## src/rtl/pkg_en.sv

```systemverilog
// Shared types and constants for the ElectronNest stream engine.
// Tokens, op codes, FSM states and the per-word ALU.
package pkg_en;

   localparam int WIDTH_DATA   = 32;
   localparam int WIDTH_EXADDR = 32;
   localparam int WIDTH_INDEX  = 32;
   localparam int BOOT_WORDS   = 8;

   typedef struct packed {
      logic                   v;
      logic                   a;
      logic                   r;
      logic                   c;
      logic [WIDTH_INDEX-1:0] i;
      logic [WIDTH_DATA-1:0]  d;
   } FTk_t;

   typedef struct packed {
      logic n;
      logic t;
      logic v;
      logic c;
   } BTk_t;

   typedef enum logic [3:0] {
      OP_PASS = 4'd0,
      OP_ADD  = 4'd1,
      OP_XOR  = 4'd2,
      OP_SHL  = 4'd3
   } op_e;

   typedef enum logic [1:0] {
      ST_IDLE,
      ST_BOOT,
      ST_RUN,
      ST_DRAIN
   } state_e;

   // Unlisted op codes fall through to pass.
   function automatic logic [WIDTH_DATA-1:0] f_alu(
      input logic [3:0]            op,
      input logic [WIDTH_DATA-1:0] d,
      input logic [15:0]           imm
   );
      logic [WIDTH_DATA-1:0] w_imm;
      logic [WIDTH_DATA-1:0] w_res;
      w_imm = {{(WIDTH_DATA-16){imm[15]}}, imm};
      unique case (1'b1)
         (op == OP_ADD): w_res = d + w_imm;
         (op == OP_XOR): w_res = d ^ w_imm;
         (op == OP_SHL): w_res = d << imm[4:0];
         default:        w_res = d;
      endcase
      return w_res;
   endfunction

endpackage

```

## src/rtl/en_result_fifo.sv

```systemverilog
// Result FIFO between the ALU and the store port.
// Push while full is honoured only together with a pop.
module en_result_fifo
   import pkg_en::*;
#(
   parameter int DEPTH = 4
) (
   input  logic                  clock,
   input  logic                  reset,
   input  logic                  i_push,
   input  logic                  i_pop,
   input  logic [WIDTH_DATA-1:0] i_data,
   output logic [WIDTH_DATA-1:0] o_data,
   output logic                  o_full,
   output logic                  o_empty,
   output logic [$clog2(DEPTH):0] o_count
);

   localparam int AW = $clog2(DEPTH);

   logic [WIDTH_DATA-1:0] r_mem [DEPTH];
   logic [AW-1:0]         r_wp;
   logic [AW-1:0]         r_rp;
   logic [AW:0]           r_count;
   logic                  w_push;
   logic                  w_pop;

   assign o_full  = (r_count == (AW+1)'(DEPTH));
   assign o_empty = (r_count == '0);
   assign o_count = r_count;
   assign o_data  = r_mem[r_rp];
   assign w_pop   = i_pop && !o_empty;
   assign w_push  = i_push && (!o_full || w_pop);

   always_ff @(posedge clock or negedge reset) begin
      if (!reset) begin
         r_wp    <= '0;
         r_rp    <= '0;
         r_count <= '0;
      end else begin
         if (w_push) r_wp <= r_wp + AW'(1);
         if (w_pop)  r_rp <= r_rp + AW'(1);
         r_count <= r_count + (AW+1)'(w_push) - (AW+1)'(w_pop);
      end
   end

   always_ff @(posedge clock) begin
      if (w_push) r_mem[r_wp] <= i_data;
   end

endmodule

```

## src/rtl/electron_nest.sv

```systemverilog
// ElectronNest compute node: boot-configured load -> ALU -> store stream engine.
// Loads have a fixed one-cycle return latency; the FIFO bounds outstanding loads.
module electron_nest
   import pkg_en::*;
#(
   parameter int DEPTH_FIFO = 4
) (
   input  logic                    clock,
   input  logic                    reset,
   input  logic                    I_Boot,
   output logic                    O_Ld_Req,
   output logic [WIDTH_EXADDR-1:0] O_Ld_Addr,
   input  FTk_t                    I_Ld_FTk,
   output BTk_t                    O_Ld_BTk,
   output logic                    O_St_Req,
   output logic [WIDTH_EXADDR-1:0] O_St_Addr,
   output FTk_t                    O_St_FTk,
   input  BTk_t                    I_St_BTk
);

   localparam int CW = $clog2(DEPTH_FIFO) + 1;

   state_e                  r_state;
   state_e                  w_next;
   logic [3:0]              r_idx;
   logic [WIDTH_EXADDR-1:0] r_ld_base;
   logic [31:0]             r_count;
   logic [WIDTH_EXADDR-1:0] r_st_base;
   logic [WIDTH_EXADDR-1:0] r_st_stride;
   logic [WIDTH_DATA-1:0]   r_opw;
   logic [31:0]             r_issued;
   logic [31:0]             r_stored;
   logic                    r_inflight;

   logic                    w_cap;
   logic [3:0]              w_bidx;
   logic                    w_ld_ret;
   logic                    w_st_acc;
   logic [WIDTH_DATA-1:0]   w_alu;
   logic [WIDTH_DATA-1:0]   w_head;
   logic                    w_full;
   logic                    w_empty;
   logic [CW-1:0]           w_occ;
   logic                    w_unused;

   assign w_cap    = (r_state == ST_BOOT) && I_Ld_FTk.v;
   assign w_bidx   = I_Ld_FTk.a ? 4'd0 : r_idx;
   assign w_ld_ret = I_Ld_FTk.v && r_inflight;
   assign w_st_acc = O_St_Req && !I_St_BTk.n;
   assign w_alu    = f_alu(r_opw[31:28], I_Ld_FTk.d, r_opw[15:0]);
   assign w_unused = ^{I_Ld_FTk.r, I_Ld_FTk.c, I_Ld_FTk.i,
                       I_St_BTk.t, I_St_BTk.v, I_St_BTk.c, r_opw[27:16]};

   en_result_fifo #(.DEPTH(DEPTH_FIFO)) u_fifo (
      .clock   (clock),
      .reset   (reset),
      .i_push  (w_ld_ret),
      .i_pop   (w_st_acc),
      .i_data  (w_alu),
      .o_data  (w_head),
      .o_full  (w_full),
      .o_empty (w_empty),
      .o_count (w_occ)
   );

   always_ff @(posedge clock or negedge reset) begin
      if (!reset) r_state <= ST_IDLE;
      else        r_state <= w_next;
   end

   always_comb begin
      w_next = r_state;
      unique case (r_state)
         ST_IDLE:  if (I_Boot) w_next = ST_BOOT;
         ST_BOOT:  if (r_idx == 4'(BOOT_WORDS) && !I_Boot)
                      w_next = (r_count == '0) ? ST_IDLE : ST_RUN;
         ST_RUN:   if (r_issued == r_count) w_next = ST_DRAIN;
         ST_DRAIN: if (r_stored == r_count) w_next = ST_IDLE;
         default:  w_next = ST_IDLE;
      endcase
   end

   always_comb begin
      O_Ld_Req  = (r_state == ST_RUN) && (r_issued < r_count) &&
                  ((w_occ + CW'(r_inflight)) < CW'(DEPTH_FIFO));
      O_Ld_Addr = r_ld_base + r_issued;
      O_Ld_BTk   = '0;
      O_Ld_BTk.n = w_full;
      O_St_Req  = ((r_state == ST_RUN) || (r_state == ST_DRAIN)) && !w_empty;
      O_St_Addr = r_st_base + r_stored * r_st_stride;
      O_St_FTk   = '0;
      O_St_FTk.v = O_St_Req;
      O_St_FTk.i = r_stored;
      O_St_FTk.d = O_St_Req ? w_head : '0;
   end

   // Header words 0..2 only advance the index.
   always_ff @(posedge clock or negedge reset) begin
      if (!reset) begin
         r_idx       <= '0;
         r_ld_base   <= '0;
         r_count     <= '0;
         r_st_base   <= '0;
         r_st_stride <= '0;
         r_opw       <= '0;
         r_issued    <= '0;
         r_stored    <= '0;
         r_inflight  <= 1'b0;
      end else begin
         r_inflight <= O_Ld_Req;
         if (O_Ld_Req) r_issued <= r_issued + 32'd1;
         if (w_st_acc) r_stored <= r_stored + 32'd1;
         if (r_state == ST_IDLE && I_Boot) begin
            r_idx    <= '0;
            r_issued <= '0;
            r_stored <= '0;
         end
         if (w_cap && w_bidx < 4'(BOOT_WORDS)) begin
            r_idx <= w_bidx + 4'd1;
            unique case (w_bidx)
               4'd3:    r_ld_base   <= I_Ld_FTk.d;
               4'd4:    r_count     <= I_Ld_FTk.d;
               4'd5:    r_st_base   <= I_Ld_FTk.d;
               4'd6:    r_st_stride <= I_Ld_FTk.d;
               4'd7:    r_opw       <= I_Ld_FTk.d;
               default: ;
            endcase
         end
      end
   end

endmodule

```

## config.mk

```make
export PLATFORM = sky130hd
export DESIGN_NAME = electron_nest
export DESIGN_NICKNAME = d
export VERILOG_FILES = /design/src/rtl/pkg_en.sv /design/src/rtl/en_result_fifo.sv /design/src/rtl/electron_nest.sv
export SDC_FILE = /design/constraint.sdc
export NUM_CORES = 2
export LEC_CHECK = 0
export BUFFER_PORTS_ARGS = -buffer_cell sky130_fd_sc_hd__clkbuf_2
export CAP_MARGIN = 20
export CORE_UTILIZATION = 40
export DETAILED_ROUTE_END_ITERATION = 8
export GPL_TIMING_DRIVEN = 0
export PLACE_DENSITY = 0.63
export SLEW_MARGIN = 30
export SYNTH_ARGS = -nofsm -noshare
export SYNTH_HDL_FRONTEND = slang
export SYNTH_HIERARCHICAL = 1
export SYNTH_SLANG_ARGS = --single-unit
```

## constraint.sdc

```tcl
create_clock -name clock -period 9.75 [get_ports clock]
set_input_delay 1.95 -clock clock [delete_from_list [all_inputs] [get_ports clock]]
set_output_delay 1.95 -clock clock [all_outputs]
set_load 0.005 [all_outputs]
```

## Word-level counts from Yosys, hierarchy flattened

Memories as Yosys holds them, arrays and structs flattened.
Index checks and enable logic that the tools add are counted.

- Bits in registers: 238
- RAM bits: 128
- Input port bits: 75
- Output and inout port bits: 138
- Logic and storage cells: 96
- Memories kept: 1

- Add/subtract/negate cells: 11
- $mul: 1
- Order comparisons: 3
- Equal/unequal tests: 19
- Shifts and indexed selects: 1
- Multiplexer cells: 17
- Bitwise gates (word level): 1
- Reductions and logical operators: 29

Memories:

| name | depth | width | read ports | clocked after Yosys merged registers in | write ports | line | source |
|---|---|---|---|---|---|---|---|
| u_fifo.r_mem | 4 | 32 | 1 | 0 | 1 | en_result_fifo.sv:21 | `logic [WIDTH_DATA-1:0] r_mem [DEPTH];` |

Operator list:

| kind | count |
|---|---|
| $mux 32 | 5 |
| $add 32x32->32 | 3 |
| $pmux 32 s3 | 1 |
| $add 32x1->32 const B | 2 |
| $eq 32x32->1 | 2 |
| $logic_not 32->1 | 1 |
| $lt 32x32->1 | 1 |
| $mul 32x32->32 | 1 |
| $shl 32x5->32 | 1 |
| $xor 32x32->32 | 1 |
| $eq 4x3->1 const B | 4 |
| $eq 4x2->1 const B | 3 |
| $mux 4 | 3 |
| $logic_and 1x1->1 | 11 |
| $mux 2 | 5 |
| $reduce_and 2->1 | 5 |
| $pmux 2 s4 | 1 |
| $add 3x1->3 | 2 |
| $ne 2x2->1 const B | 3 |
| $reduce_bool 2->1 | 3 |
| $add 2x1->2 const B | 2 |
| $add 4x1->4 const B | 1 |
| $eq 2x2->1 const B | 2 |
| $eq 4x1->1 const B | 1 |
| 13 further kinds | 18 |

## Depth between registers and ports, before layout

- Depth in word-level cells: 9
- Gate-level depth with buffers: 28
- Mapped depth without buffers: 26

## Hierarchy

The synthesis kept the hierarchy.

By module, submodules not included:

| module | times used | cells each | area an instance (um2) | sequential area each (um2) |
|---|---|---|---|---|
| electron_nest | 1 | 3677 | 32947.8 | 5480.3 |
| en_result_fifo | 1 | 203 | 5063.6 | 4018.9 |

## Worst setup path after synthesis

Ideal clock, no wire load.

- Path kind: register -> output
- Start point: register r_stored[15]
- End point: output port O_St_Addr[31]
- Arrival: 6.975 ns
- Data required time: 7.800 ns
- Slack: 0.825 ns
- Stages on the path, launching flop included: 27
- Buffers on the path: 3
- Cell sequence: dfrtp_1 clkbuf_1 clkbuf_1 and2_1 fa_1 fa_1 fa_1 inv_1 fa_1 inv_1 fa_1 inv_1 fa_1 inv_1 fa_1 inv_1 fa_1 inv_1 ha_1 clkbuf_1 and3_1 and3_1 a2111o_1 nand3b_2 a21oi_2 o41ai_2 xnor2_1

- Word-level cells in the longest chain between the ends: 2

Ends and longest elaborated chain:

| item | line | source |
|---|---|---|
| start, declared | electron_nest.sv:32 | `logic [31:0] r_stored;` |
| start signal, assigned | electron_nest.sv:112 | `if (w_st_acc) r_stored <= r_stored + 32'd1;` |
| $mul 32x32->32 | electron_nest.sv:90 | `O_St_Addr = r_st_base + r_stored * r_st_stride;` |
| $add 32x32->32 | electron_nest.sv:90 |  |
| end, declared | electron_nest.sv:16 | `output logic [WIDTH_EXADDR-1:0] O_St_Addr,` |

Every way passes these cells.

## Worst setup path after layout

- Start point: register r_stored[8]
- End point: output port O_St_Addr[31]

Same word-level chain as after synthesis.

==> results.md <==
- Status: finished clean
- Asr flop ratio synth: between 60 and 70%
- Worst-path fanout max: 10
- Htree depth: 2
- Clk pwr share: 32.9%
- Reg2Reg Capture Point: u_fifo/r_mem[1][31]
- Fmax: between 100 and 150 MHz
- Die Y: approximately 310 µm
- Stages on worst setup path: 26
- Full die area: approximately 96,000 µm²
- Pwr Density: approximately 110 nW/µm²
- Max clock buf depth: 3
- Combinational share of power: 29.4%
- Post-Place Cells: between 5,000 and 6,000
- Post-Route Utilization: 45.9%
- Sequential Power Share: 37.7%
- WL final: between 100,000 and 150,000 µm
- Vias per Instance: between 5 and 6
- Final net count: a little under 5,000
- Worst hold path class: flip-flop to flip-flop
- GR Layer Usage met1: a little over a third
- Post-route ant nets: 0
- Final-report max-slew violation count: 0
- Synth-to-layout area growth: 13.2%
- Switching part of the total power: 33.9%
- R2R Path Start: r_opw[15]
- Final Hold Vio Count: 0
- Clock Sinks: between 300 and 400
- NetSw: between 1.5 and 2 mW
- Register bit total from synthesis: 354
- WP data required: 7.80 ns
- Unique masters post-synth: 100
- GRT Util Overall: around a quarter
- Crit path kind: flip-flop to primary output
- Routability cong.: roughly 1
- R2R setup slack: roughly 5.7 ns
- Slew @ Worst Pin: between 0.9 and 1 ns
- First-pass GRT wire length: 186,000 µm
- Clock edge transition at the registers on the reported setup and hold paths: roughly 0.06 ns
- Share of layout cells above drive strength 1: between 15 and 20%
- Critical path's slowest cell: fa_2
- Initial antenna violation count: 9
- Final Non-Filler Cells: roughly 5,400
- Critical path endpoint: O_St_Addr[31]
- Number of synthesized flops with an enable pin: between 100 and 150
- Synth area leaders: fa_1 (23%), dfrtp_1 (15%), edfxtp_1 (10%)
- Final setup vio count: 0
- Core area: about 94,000 µm²
- Crit-path leading delay family: adder cells
- Ys flop type: dfrtp_1
- Vias: 29,400
- Post-synth top area share: a little under a quarter
- Most used cell, CP: fa_1
- Worst-case reg-to-reg path depth: 9
- Yosys warns: 6
- Post-Layout Inst Area: roughly 43,000 µm²
- Congestion Overflow GR: 0
- Layout Skew: 0.0237 ns
- CP Capture Type: primary output
- Slew headroom: between 30% and 40%
- Cell taking the most area after synthesis: fa_1
- Post-synthesis sequential area ratio: between 20% and 30%
- Die Wd: 310 µm
- RSZ-0062 raised after global routing: true
- Post-Syn Instances: between 3,000 and 4,000
- Met3 usage: approximately 5.2%
- Power, Total: approximately 4.8 mW
- Period utilization: approximately 100%
- Worst setup SP type: flip-flop
- TritonCTS buffer count: 39
- Mapped Area: approximately 38,000 µm²
- Global routing's busiest layer: met2
- Clock root buffer master: clkbuf_16
- Critical Path Start: r_stored[8]
- Pint: approximately 3.2 mW
- Hold-fix buffers at CTS: 0
- Average wire per cell in the routed design: between 20 and 25 µm
- Post-DP HPWL: between 90,000 and 100,000 µm
- Initial core utilization: between 40% and 50%
- Boundary pin count: 213
- Vias in the first global route: 29,700
- Iteration-0 DRC Markers: between 2,000 and 2,500
- FP Rows: 112
- Max Cap Viol: 0
- GRT met2 Usage: 41.2%
- Final Critical Period: about 9.7 ns
- Max stage delay on crit path: about 0.54 ns
- Initial DRT Pass Iterations: 6
- # DRC: 0
- DP Area: a little over 40,000 µm²
- Worst EP arrival: between 7 and 8 ns
- PnR worst setup slack: 0.0276 ns
- Peak supply drop: 0.132 mV
- CP bufs+invs: 7
- Pin count of the biggest net entering global routing: 77
- Place WS: -0.820 ns
- Port Buf Inserts: between 150 and 200
- Pleak: 20.2 nW
- Syn Area/Cell: between 9 and 10 µm²
- CTS tree: yes
- Clock latency on the worst-skew pair: 0.58 ns
metrics by stage:
stage | hold WS (ns) | TNS (ns)
6_report | 0.514 | 0
5_1_grt | 0.519 | -0.152
4_1_cts | 0.511 | -0.0683
3_5_place_dp | 0.498 | -4.33
3_3_place_gp | 0.489 | -4.12
2_1_floorplan | 0.473 | 0
layout by cell type, fill, tap and decap left out, drive strengths merged, types with 19 or more instances in the layout:
cell type	instances
a21o	58
a21oi	110
a31oi	20
and2	374
and3	23
buf	136
clkbuf	355
dfrtp	226
edfxtp	128
fa	441
ha	230
inv	577
mux2	102
mux2i	38
mux4	52
nand2	379
nand3	42
nand4	41
nor2	167
nor3	34
nor4	20
o21a	19
o21ai	145
xnor2	154
xor2	54
how the worst min path moves through the flow:
stage / slack (ns) / start / endpoint / depth (start not counted)
after global placement: 0.49 / r_opw[31] / r_opw[31] / 1
after floorplan: 0.47 / r_idx[2] / r_idx[2] / 2
after detailed placement: 0.50 / r_st_stride[31] / r_st_stride[31] / 1
after CTS: 0.51 / r_st_stride[31] / r_st_stride[31] / 1
final: 0.51 / r_opw[31] / r_opw[31] / 1
after global routing: 0.52 / r_st_stride[31] / r_st_stride[31] / 1
final cells by class:
class,count,area (µm²)
plain buffers,208,1330
clock buffers,52,1110
flip-flops and latches,354,9550
well taps,1254,1570
multi-input cells,2726,25600
repair buffers,232,1470
inverters,577,2170
fillers,8901,50700
diodes,2,5.00
clock inverters,19,229
repair_timing:
| action | CTS | global route |
|---|---|---|
| setup endpoints to repair | 18 | 8 |
| buffers inserted | 18 | 38 |
| pin swaps | 10 | 31 |
| gates resized for setup | 200 | 104 |
registers in the layout, summed over array words and instances (netlist names), named ones only:
| signal | cells |
|---|---|
| r_st_base | 32 |
| r_idx | 4 |
| r_opw | 20 |
| r_st_stride | 32 |
| r_issued | 32 |
| r_ld_base | 32 |
| r_stored | 32 |
| u_fifo/o_count | 3 |
| r_count | 32 |
| u_fifo/r_wp | 2 |
| r_inflight | 1 |
| r_state | 1 |
| u_fifo/r_rp | 2 |
| u_fifo/r_mem | 128 |
power by group through the flow:
| stage | combinational [mW] | sequential, mW | clock, mW |
|---|---|---|---|
| 4_1_cts | 1.37 | 1.80 | 1.58 |
| 3_3_place_gp | 1.33 | 1.82 | 0 |
| 2_1_floorplan | 0.783 | 1.78 | 0 |
| 5_1_grt | 1.50 | 1.81 | 1.64 |
| 3_5_place_dp | 1.36 | 1.82 | 0 |
| 6_report | 1.40 | 1.80 | 1.57 |
logic make-up after synthesis:
group | after synthesis | synth area share [%]
AND/OR/NAND/NOR | 1157 | 15.6
buffers and inverters | 805 | 8.23
adder cells (fa/ha/maj) | 672 | 30.8
AO/OA/AOI/OAI | 491 | 8.46
flip-flops | 354 | 25.0
XOR/XNOR | 208 | 4.79
multiplexers | 192 | 7.11
other | 1 | 0.00987
synth_stat cells, types with 108 or more instances:
| master | count |
|---|---|
| xnor2_1 | 154 |
| and2_1 | 373 |
| a21oi_1 | 108 |
| nand2_1 | 379 |
| fa_1 | 441 |
| dfrtp_1 | 226 |
| clkbuf_1 | 176 |
| o21ai_0 | 138 |
| inv_1 | 573 |
| edfxtp_1 | 128 |
| ha_1 | 230 |
| nor2_1 | 167 |
per-layer routing:
| metal | part of all wire, % | vias to the layer above |
|---|---|---|
| li1 | - | 13100 |
| met1 | 42 | 14800 |
| met2 | 45 | 1296 |
| met3 | 9.1 | 253 |
| met4 | 4.0 | 8 |
| met5 | 0.042 | - |
No activity file was read; power rests on OpenSTA's default activity.
